===== src/rtl/multicycle_control_unit.sv =====
// Multi-cycle control FSM for the 16-bit accumulator datapath.
// Decodes IR[15:12] and steps through fetch, decode, execute, memory and
// writeback one state per clock. It closes the loop on isZero and, when
// enabled, on overflow_out.
// Optional build macro: CTRL_ILLEGAL_TRAP_EN. When it is defined, opcodes
// 0xB-0xE and ADD/SUB/ADDI overflow send the FSM to TRAP. When it is
// undefined, 0xB-0xE retire as NOPs and overflow is ignored.
// Outputs are a Moore decode of the state register. DECODE also looks at
// opcode, and BRANCH passes isZero through. All outputs are forced to 0
// while Reset is high, so no strobe can fire in a reset cycle.
module multicycle_control_unit #(
    parameter int unsigned FETCH_WAIT = 0
) (
    input  logic       Clock,
    input  logic       Reset,
    input  logic [3:0] opcode,
    input  logic       isZero,
    input  logic       overflow_out,
    output logic       IR_Write,
    output logic       PC_Write,
    output logic       PC_Src,
    output logic       ItypeSel,
    output logic       Asel,
    output logic       Bsel,
    output logic       Awrite,
    output logic       Bwrite,
    output logic [2:0] ALUcontrol,
    output logic       ALUOutWrite,
    output logic       iszero_write,
    output logic       reg_write,
    output logic [1:0] destAddr,
    output logic [2:0] destData,
    output logic       Mwrite,
    output logic       Mread,
    output logic       instr_done,
    output logic       halted,
    output logic [3:0] state_dbg
);

    localparam int unsigned CNT_W = 3;
    localparam logic [CNT_W-1:0] FETCH_LAST = CNT_W'(FETCH_WAIT);

    localparam logic [3:0] OP_ADD  = 4'h0;
    localparam logic [3:0] OP_SUB  = 4'h1;
    localparam logic [3:0] OP_AND  = 4'h2;
    localparam logic [3:0] OP_OR   = 4'h3;
    localparam logic [3:0] OP_ADDI = 4'h4;
    localparam logic [3:0] OP_LI   = 4'h5;
    localparam logic [3:0] OP_LW   = 4'h6;
    localparam logic [3:0] OP_SW   = 4'h7;
    localparam logic [3:0] OP_BEQZ = 4'h8;
    localparam logic [3:0] OP_JMP  = 4'h9;
    localparam logic [3:0] OP_MOVE = 4'hA;
    localparam logic [3:0] OP_HALT = 4'hF;

    localparam logic [2:0] ALU_ADD   = 3'd1;
    localparam logic [2:0] DD_ALUOUT = 3'd0;
    localparam logic [2:0] DD_A      = 3'd3;
    localparam logic [2:0] DD_MEM    = 3'd4;
    localparam logic [2:0] DD_IMM    = 3'd5;
    localparam logic [1:0] DEST_REG  = 2'd0;
    localparam logic [1:0] DEST_ACC  = 2'd1;

    typedef enum logic [3:0] {
        S_FETCH    = 4'd0,
        S_DECODE   = 4'd1,
        S_EXEC_R   = 4'd2,
        S_EXEC_I   = 4'd3,
        S_ALU_WB   = 4'd4,
        S_MEM_ADDR = 4'd5,
        S_MEM_RD   = 4'd6,
        S_MEM_WB   = 4'd7,
        S_MEM_WR   = 4'd8,
        S_BRANCH   = 4'd9,
        S_JUMP     = 4'd10,
        S_MOVE     = 4'd11,
        S_LOAD_IMM = 4'd12,
        S_HALT     = 4'd13,
        S_TRAP     = 4'd14
    } state_e;

`ifdef CTRL_ILLEGAL_TRAP_EN
    localparam state_e ILLEGAL_DEST   = S_TRAP;
    localparam logic   ILLEGAL_IS_NOP = 1'b0;
`else
    localparam state_e ILLEGAL_DEST   = S_FETCH;
    localparam logic   ILLEGAL_IS_NOP = 1'b1;
`endif

    state_e            state_q;
    logic [CNT_W-1:0]  fetch_cnt_q;
    logic              phase_q;      // 0 = operand-load cycle, 1 = ALU cycle
    logic              fetch_last_c;
    logic              illegal_op_c;
    logic              ovf_trap_c;
    logic [2:0]        alu_r_op_c;

    assign fetch_last_c = (fetch_cnt_q == FETCH_LAST);
    assign illegal_op_c = (opcode >= 4'hB) && (opcode <= 4'hE);
    // R-type ALU op code is opcode+1 (ADD=1, SUB=2, AND=3, OR=4)
    assign alu_r_op_c   = 3'({1'b0, opcode[1:0]}) + 3'd1;

`ifdef CTRL_ILLEGAL_TRAP_EN
    assign ovf_trap_c = overflow_out &&
                        ((opcode == OP_ADD) || (opcode == OP_SUB) || (opcode == OP_ADDI));
`else
    logic unused_overflow;
    assign unused_overflow = overflow_out;
    assign ovf_trap_c      = 1'b0;
`endif

    // Dispatch target for legal opcodes; illegal opcodes are handled separately
    function automatic state_e decode_target(input logic [3:0] op);
        state_e nxt;
        nxt = S_FETCH;
        case (op)
            OP_ADD, OP_SUB, OP_AND, OP_OR: nxt = S_EXEC_R;
            OP_ADDI:                       nxt = S_EXEC_I;
            OP_LI:                         nxt = S_LOAD_IMM;
            OP_LW, OP_SW:                  nxt = S_MEM_ADDR;
            OP_BEQZ:                       nxt = S_BRANCH;
            OP_JMP:                        nxt = S_JUMP;
            OP_MOVE:                       nxt = S_MOVE;
            OP_HALT:                       nxt = S_HALT;
            default:                       nxt = S_FETCH;
        endcase
        return nxt;
    endfunction

    // State register, fetch wait counter and two-cycle phase bit
    always_ff @(posedge Clock) begin
        if (Reset) begin
            state_q     <= S_FETCH;
            fetch_cnt_q <= '0;
            phase_q     <= 1'b0;
        end else begin
            case (state_q)
                S_FETCH: begin
                    if (fetch_last_c) begin
                        fetch_cnt_q <= '0;
                        state_q     <= S_DECODE;
                    end else begin
                        fetch_cnt_q <= fetch_cnt_q + CNT_W'(1);
                    end
                end
                S_DECODE: begin
                    phase_q <= 1'b0;
                    state_q <= illegal_op_c ? ILLEGAL_DEST : decode_target(opcode);
                end
                S_EXEC_R, S_EXEC_I: begin
                    if (!phase_q) begin
                        phase_q <= 1'b1;
                    end else begin
                        phase_q <= 1'b0;
                        state_q <= ovf_trap_c ? S_TRAP : S_ALU_WB;
                    end
                end
                S_MEM_ADDR: begin
                    if (!phase_q) begin
                        phase_q <= 1'b1;
                    end else begin
                        phase_q <= 1'b0;
                        state_q <= (opcode == OP_SW) ? S_MEM_WR : S_MEM_RD;
                    end
                end
                S_MEM_RD: state_q <= S_MEM_WB;
                S_ALU_WB, S_MEM_WB, S_MEM_WR, S_BRANCH,
                S_JUMP, S_MOVE, S_LOAD_IMM: state_q <= S_FETCH;
                S_HALT:   state_q <= S_HALT;
                S_TRAP:   state_q <= S_TRAP;
                default:  state_q <= S_FETCH;
            endcase
        end
    end

    // Moore output decode, gated to all-zero while Reset is asserted
    always_comb begin
        IR_Write     = 1'b0;
        PC_Write     = 1'b0;
        PC_Src       = 1'b0;
        ItypeSel     = 1'b0;
        Asel         = 1'b0;
        Bsel         = 1'b0;
        Awrite       = 1'b0;
        Bwrite       = 1'b0;
        ALUcontrol   = 3'd0;
        ALUOutWrite  = 1'b0;
        iszero_write = 1'b0;
        reg_write    = 1'b0;
        destAddr     = 2'd0;
        destData     = 3'd0;
        Mwrite       = 1'b0;
        Mread        = 1'b0;
        instr_done   = 1'b0;
        halted       = 1'b0;
        state_dbg    = 4'd0;
        if (!Reset) begin
            state_dbg = 4'(state_q);
            case (state_q)
                S_FETCH: begin
                    IR_Write = fetch_last_c;
                    PC_Write = fetch_last_c;
                end
                S_DECODE: begin
                    Asel       = 1'b1;
                    Awrite     = 1'b1;
                    instr_done = illegal_op_c & ILLEGAL_IS_NOP;
                end
                S_EXEC_R: begin
                    if (!phase_q) begin
                        Bwrite = 1'b1;
                    end else begin
                        ALUcontrol   = alu_r_op_c;
                        ALUOutWrite  = 1'b1;
                        iszero_write = 1'b1;
                    end
                end
                S_EXEC_I: begin
                    if (!phase_q) begin
                        Bsel   = 1'b1;
                        Bwrite = 1'b1;
                    end else begin
                        ALUcontrol   = ALU_ADD;
                        ALUOutWrite  = 1'b1;
                        iszero_write = 1'b1;
                    end
                end
                S_ALU_WB: begin
                    reg_write  = 1'b1;
                    destAddr   = DEST_ACC;
                    destData   = DD_ALUOUT;
                    instr_done = 1'b1;
                end
                S_LOAD_IMM: begin
                    reg_write  = 1'b1;
                    destAddr   = DEST_ACC;
                    destData   = DD_IMM;
                    instr_done = 1'b1;
                end
                S_MOVE: begin
                    reg_write  = 1'b1;
                    destAddr   = DEST_REG;
                    destData   = DD_A;
                    instr_done = 1'b1;
                end
                S_MEM_ADDR: begin
                    if (!phase_q) begin
                        Bsel   = 1'b1;
                        Bwrite = 1'b1;
                    end else begin
                        ALUcontrol  = ALU_ADD;
                        ALUOutWrite = 1'b1;
                    end
                end
                S_MEM_RD: begin
                    Mread = 1'b1;
                end
                S_MEM_WB: begin
                    reg_write  = 1'b1;
                    destAddr   = DEST_ACC;
                    destData   = DD_MEM;
                    instr_done = 1'b1;
                end
                S_MEM_WR: begin
                    Mwrite     = 1'b1;
                    instr_done = 1'b1;
                end
                S_BRANCH: begin
                    PC_Src     = 1'b1;
                    PC_Write   = isZero;
                    instr_done = 1'b1;
                end
                S_JUMP: begin
                    ItypeSel   = 1'b1;
                    PC_Src     = 1'b1;
                    PC_Write   = 1'b1;
                    instr_done = 1'b1;
                end
                S_HALT, S_TRAP: begin
                    halted = 1'b1;
                end
                default: ;
            endcase
        end
    end

endmodule


===== config.mk =====
export PLATFORM = sky130hd
export DESIGN_NAME = multicycle_control_unit
export DESIGN_NICKNAME = d
export VERILOG_FILES = /design/src/rtl/multicycle_control_unit.sv
export SDC_FILE = /design/constraint.sdc
export NUM_CORES = 1
export LEC_CHECK = 0
export ABC_AREA = 1
export CORE_MARGIN = 2
export CORE_UTILIZATION = 42
export DETAILED_ROUTE_END_ITERATION = 7
export GPL_ROUTABILITY_DRIVEN = 0
export PLACE_DENSITY = 0.83
export SKIP_LAST_GASP = 1
export SLEW_MARGIN = 15
export SYNTH_ARGS = -nofsm -noshare
export SYNTH_HDL_FRONTEND = slang
export SYNTH_SLANG_ARGS = --single-unit

===== constraint.sdc =====
create_clock -name Clock -period 1.5 [get_ports Clock]
set_input_delay 0.15 -clock Clock [delete_from_list [all_inputs] [get_ports Clock]]
set_output_delay 0.15 -clock Clock [all_outputs]
set_load 0.01 [all_outputs]

; ---- Word level (Yosys, flattened, before mapping)
; Memory sizes are Yosys's and may differ from the RTL's.
; Cells that the tools add are included.
[word_totals]
mem_count = 1
rom_bits = 64
output_inout_bits = 27
reg_bits = 8
word_cells = 86
[memory_table]
columns = memory, words, word_bits, read_ports, rd_ports_with_merged_regs, write_ports, line
row1 = (name not given), 16, 4, 1, 0, 0, 116  ; case (op)
[op_classes]
mux = 47
n_lt_le_gt_ge = 2
n_eq_ne = 18
add_sub_neg = 2
reduce_logical = 13
[ops]
columns = cell, n
row1 = 1-bit two-way mux, 31
row2 = "4-bit equality test, second input constant", 7
row3 = 4-bit case mux with 7 select lines, 1
row4 = 4-bit two-way mux, 6
row5 = "4-bit by 3-bit equality test with 1-bit output, second input constant", 5
row6 = 3-bit two-way mux, 4
row7 = 3-bit case mux with 3 select lines, 1
row8 = "4-bit by 2-bit equality test with 1-bit output, second input constant", 2
row9 = 2-bit OR reduction, 4
row10 = 7-bit OR reduction, 1
row11 = 3-bit case mux with 2 select lines, 1
row12 = 3-bit OR reduction, 2
row13 = "4-bit by 1-bit equality test with 1-bit output, second input constant", 1
row14 = "4-bit >= comparator, second input constant", 1
row15 = "4-bit <= comparator, second input constant", 1
row16 = 4-bit zero test, 1
row17 = "2-bit != test, second input constant", 2
row18 = 1-bit case mux with 2 select lines, 2
row19 = 4-bit OR reduction, 1
row20 = "2-bit by 1-bit adder with 3-bit output, second input constant", 1
row21 = "3-bit by 1-bit adder with 3-bit output, second input constant", 1
row22 = 3-bit zero test, 1
row23 = 1-bit case mux with 3 select lines, 1
row24 = 3-bit AND reduction, 1
row25 = 3 further kinds, 3

; ---- Longest topological paths before layout
[logic_depth]
word_depth = 4
depth_mapped = 10
ltp_nobuf = 10

; ---- Worst setup path before layout
; OpenSTA, ideal clock, no wires.
[synth_timing]
kind = flip-flop to output port
startpoint = register state_q[2]
endpoint = output port reg_write
arrival_ps = 1100
setup_slack_ps = 250
path_stages_with_launch = 5
path_cell_list = dfxtp_1 -> inv_2 -> nor2_1 -> inv_1 -> o21ai_0
[synth_via]
elab_chain_len = 4
elab_cells_between_ends = 7
[synth_lines]
columns = element, line
row1 = "start, declared", 90  ; state_e state_q;
row2 = "start signal, assigned", 148  ; state_q <= illegal_op_c ? ILLEGAL_DEST : decode_target(opcode);
row3 = "start signal, assigned", 155  ; state_q <= ovf_trap_c ? S_TRAP : S_ALU_WB;
row4 = "start signal, assigned", 163  ; state_q <= (opcode == OP_SW) ? S_MEM_WR : S_MEM_RD;
row5 = 4-bit by 3-bit equality test with 1-bit output or 4-bit equality test (tied branches), 199  ; case (state_q)
row6 = 4-bit OR reduction (no source line) (*), -
row7 = 1-bit two-way mux (*), 199
row8 = 1-bit two-way mux (*), 197  ; if (!Reset) begin
row9 = "end, declared", 30  ; output logic reg_write,
; Mark *: on every way between the ends. The rest lies on a longest branch, timed or not.

; ---- Worst setup path in the final report
[layout_timing]
startpoint = register state_q[1]
endpoint = output port ALUcontrol[0]
[layout_via]
elab_chain_len = 4
elab_cells_between_ends = 6
[layout_lines]
columns = element, line
row1 = 4-bit by 3-bit equality test with 1-bit output or 4-bit by 2-bit equality test with 1-bit output (tied branches), 199
row2 = 2-bit OR reduction (no source line), -
row3 = 3-bit case mux with 2 select lines (*), 199
row4 = 3-bit two-way mux (*), 197
row5 = "end, declared", 27  ; output logic [2:0] ALUcontrol,
; Marks and branches as above.

==> impl_results.md <==
- Yosys warnings: 0
- Status: finished with violations
- Fraction of the mapped netlist area in adder cells: 9.82%
- I/O Buffers: 32
- Final core utilization: 83.5%
- Clk root buf: clkbuf_4
- Total Routing Usage GR: 29.5%
- NumNets Final: 292
- RSZ-0062 raised after global routing: true
- CORE AREA: 0.00225 sq mm
- Area grow syn2layout: 84.7%
- Crit path required time: 1.35 ns
- DIE AREA: 0.00284 sq mm
- Antenna violations before repair: 0
- CP Class: register to primary output
- Arrival @ worst endpoint: 1.47 ns
- Register bit total from synthesis: 8
- Router iterations before antenna repair: 5
- Worst-Skew Late Latency: 0.27 ns
- Largest family of logic cells by synthesized area: simple AND/OR/NAND/NOR gates
- Pwr dens: 1040 mW/mm^2
- Vias in the first global route: 1376
- Setup TNS: -0.952 ns
- H-tree levels: 1
- Compound-cell area share of the yosys netlist: 8.47%
- Worst min-delay path category: input port to register
- Post-Synthesis Cells: 183
- Initial DRC count: 70
- Clock buffer count from CTS: 3
- Via density: 5.30
- Mean Syn Cell Area: 5.57 sq um
- Antenna diode count: 0
- Failing checks: setup timing
- Cell area after synthesis: 0.00102 sq mm
- Maximum clock rate: 617 MHz
- Distinct cells, synth: 27
- Slowest cell on the critical path: dfxtp_4
- CTS Buffer Depth: 2
- Max FO, Critical Path: 4
- Cells along the critical path: inv_4 > nand2_2 > nor2_4 > buf_6 > buf_6 > nor3_2 > nor3_2 > buf_2
- Syn_nets: 199
- Final WS setup: -0.120 ns
- Post-CTS Hold Buffers: 0
- Die Wd: 53.3 um
- Xor and xnor area share after synthesis: 0.859%
- FILL cells: 136
- Largest net degree at the start of global routing: 9
- Critical Path Sink Type: primary output
- Final Max Slew Viols: 0
- Mux share of post-synthesis cell area: 0%
- Layout cell share with drive strength beyond 1: 50.0%
- Cell Rows: 17
- Tcrit/Tclk final: 108%
- Crit path time final: 1.62 ns
- Simple-gate portion of the synthesized area: 49.4%
- Clk slew on worst S/H paths: 0.07 ns
- Boundary Pins: 35
- Final setup skew: 0.00932 ns
- TritonCTS Sinks: 8
- Die Ht: 53.3 um
- Total Wirelength: 4.77 mm
- Pwr Total: 1960 uW
- Final Hold Vio Count: 0
- ANT nets after route: 0
- Overflow after GRT: 0
- Global-route wire length before repair: 5.93 mm
- Wire per inst: 15.8 um
- CTS tree: done
- DPL Wire Length: 2.78 mm
- Post-synthesis sequential area ratio: 15.7%
- Worst Hold Slack: 0.450 ns
- Final setup viols: 17
- Max Cap Violations: 0
- Worst path max stage delay: 0.37 ns
- Starting Density: 45.2%
- DP Cell Count: 289
- Finished Layout Cells: 302
- Startpoint Class: register
- Via count: 1602
- Pleak: 0.00104 uW
- DRC: 0
- Max VDD drop: 0.874 mV
## cell usage in the layout (no fill, tap or decap), types with 4 or more instances in the layout
cell type | Yosys | layout
nor2_1 | 39 | 31
inv_4 | 0 | 4
o21ai_0 | 7 | 6
dfxtp_1 | 8 | 4
dfxtp_4 | 0 | 4
nor2_2 | 3 | 8
dlygate4sd2_1 | 0 | 6
nand2_1 | 47 | 39
nand3_2 | 1 | 4
buf_2 | 2 | 16
nand2_2 | 0 | 5
inv_1 | 22 | 20
ha_1 | 8 | 6
buf_4 | 2 | 59
nand2_4 | 1 | 4
nor2_4 | 3 | 6
inv_2 | 8 | 6
nand3_1 | 15 | 11
## critical path: cells and delay by family (launching register included)
family / cells / cell delay, ns
buf+inv: 4 / 0.42
simple gates: 4 / 0.40
flops: 1 / 0.37
## cells by family after synthesis
| family | count (synthesis) |
|---|---|
| XOR/XNOR | 1 |
| buffers and inverters | 37 |
| adder cells (fa/ha/maj) | 8 |
| AND/OR/NAND/NOR | 114 |
| flip-flops | 8 |
| AO/OA/AOI/OAI | 14 |
| other | 1 |
## worst paths after layout
path | slack, ns | end | startpoint | depth (start not counted)
setup / recovery | -0.12 | ALUcontrol[0] | state_q[1] | 8
hold / removal | 0.45 | phase_q | Reset | 4
setup reg to reg | -0.06 | state_q[2] | state_q[2] | 10
hold reg to reg | 0.57 | phase_q | phase_q | 4
## stage by stage
| stage | area, sq um | worst slack (ns) |
|---|---|---|
| 2_1_floorplan | 1020 | 0.250 |
| 3_3_place_gp | 1730 | -0.520 |
| 3_5_place_dp | 1730 | -0.601 |
| 4_1_cts | 1780 | -0.239 |
| 5_1_grt | 1880 | -0.171 |
| 6_report | 1880 | -0.120 |
## cells in the mapped netlist
cell      instances  area share [%]
dfxtp_1           8              16
a21oi_4           1             1.6
o31ai_1           1            0.74
xor2_1            1            0.86
nand2_4           1             1.1
inv_1            22             8.1
nor2_4            3             3.3
nand3_2           1            0.98
inv_2             8             2.9
buf_2             2            0.98
nand2_1          47              17
clkinv_1          1            0.37
ha_1              8             9.8
nor2_1           39              14
o21ai_0           7             3.4
a211oi_1          1            0.74
nor3b_1           1            0.74
buf_6             1             1.1
nand3_1          15             7.4
nor2_2            3             1.8
a21oi_1           3             1.5
o21ai_1           1            0.49
nor3_1            3             1.5
nor3_2            1            0.98
buf_4             2             1.5
buf_1             1            0.37
conb_1            1            0.37
## area by class of cell
class,count,area [sq um],area share [%]
Sequential cell,8,175,9.30
Inverter,31,126,6.71
Multi-Input combinational cell,138,826,43.9
Clock buffer,3,22.5,1.20
Timing Repair Buffer,94,698,37.1
Tap cell,28,35.0,1.86
## per-layer routing
metal | share of wire, % | GRT usage [%]
met1 | 39 | 34.9
met2 | 47 | 52.3
met3 | 8.9 | 3.11
met4 | 5.7 | 13.7
met5 | 0 | 0
## power breakdown
part	switching (uW)	internal [uW]	leakage [uW]
clock	97.7	92.9	0.0000138
combinational	792	655	0.000957
sequential	66.4	259	0.0000678
total	956	1010	0.00104
## flip-flops by register name, indices dropped and copies added (netlist names)
signal and count:
phase_q 1, fetch_cnt_q 3, state_q 4
## what timing repair did
item / 4_1_cts / 5_1_grt
gates resized for setup: 102 / 39
pin swaps: 5 / 11
endpoints found under the setup margin: 26 / 21
setup buffers: 3 / 7
(Power assumes the default switching activity.)
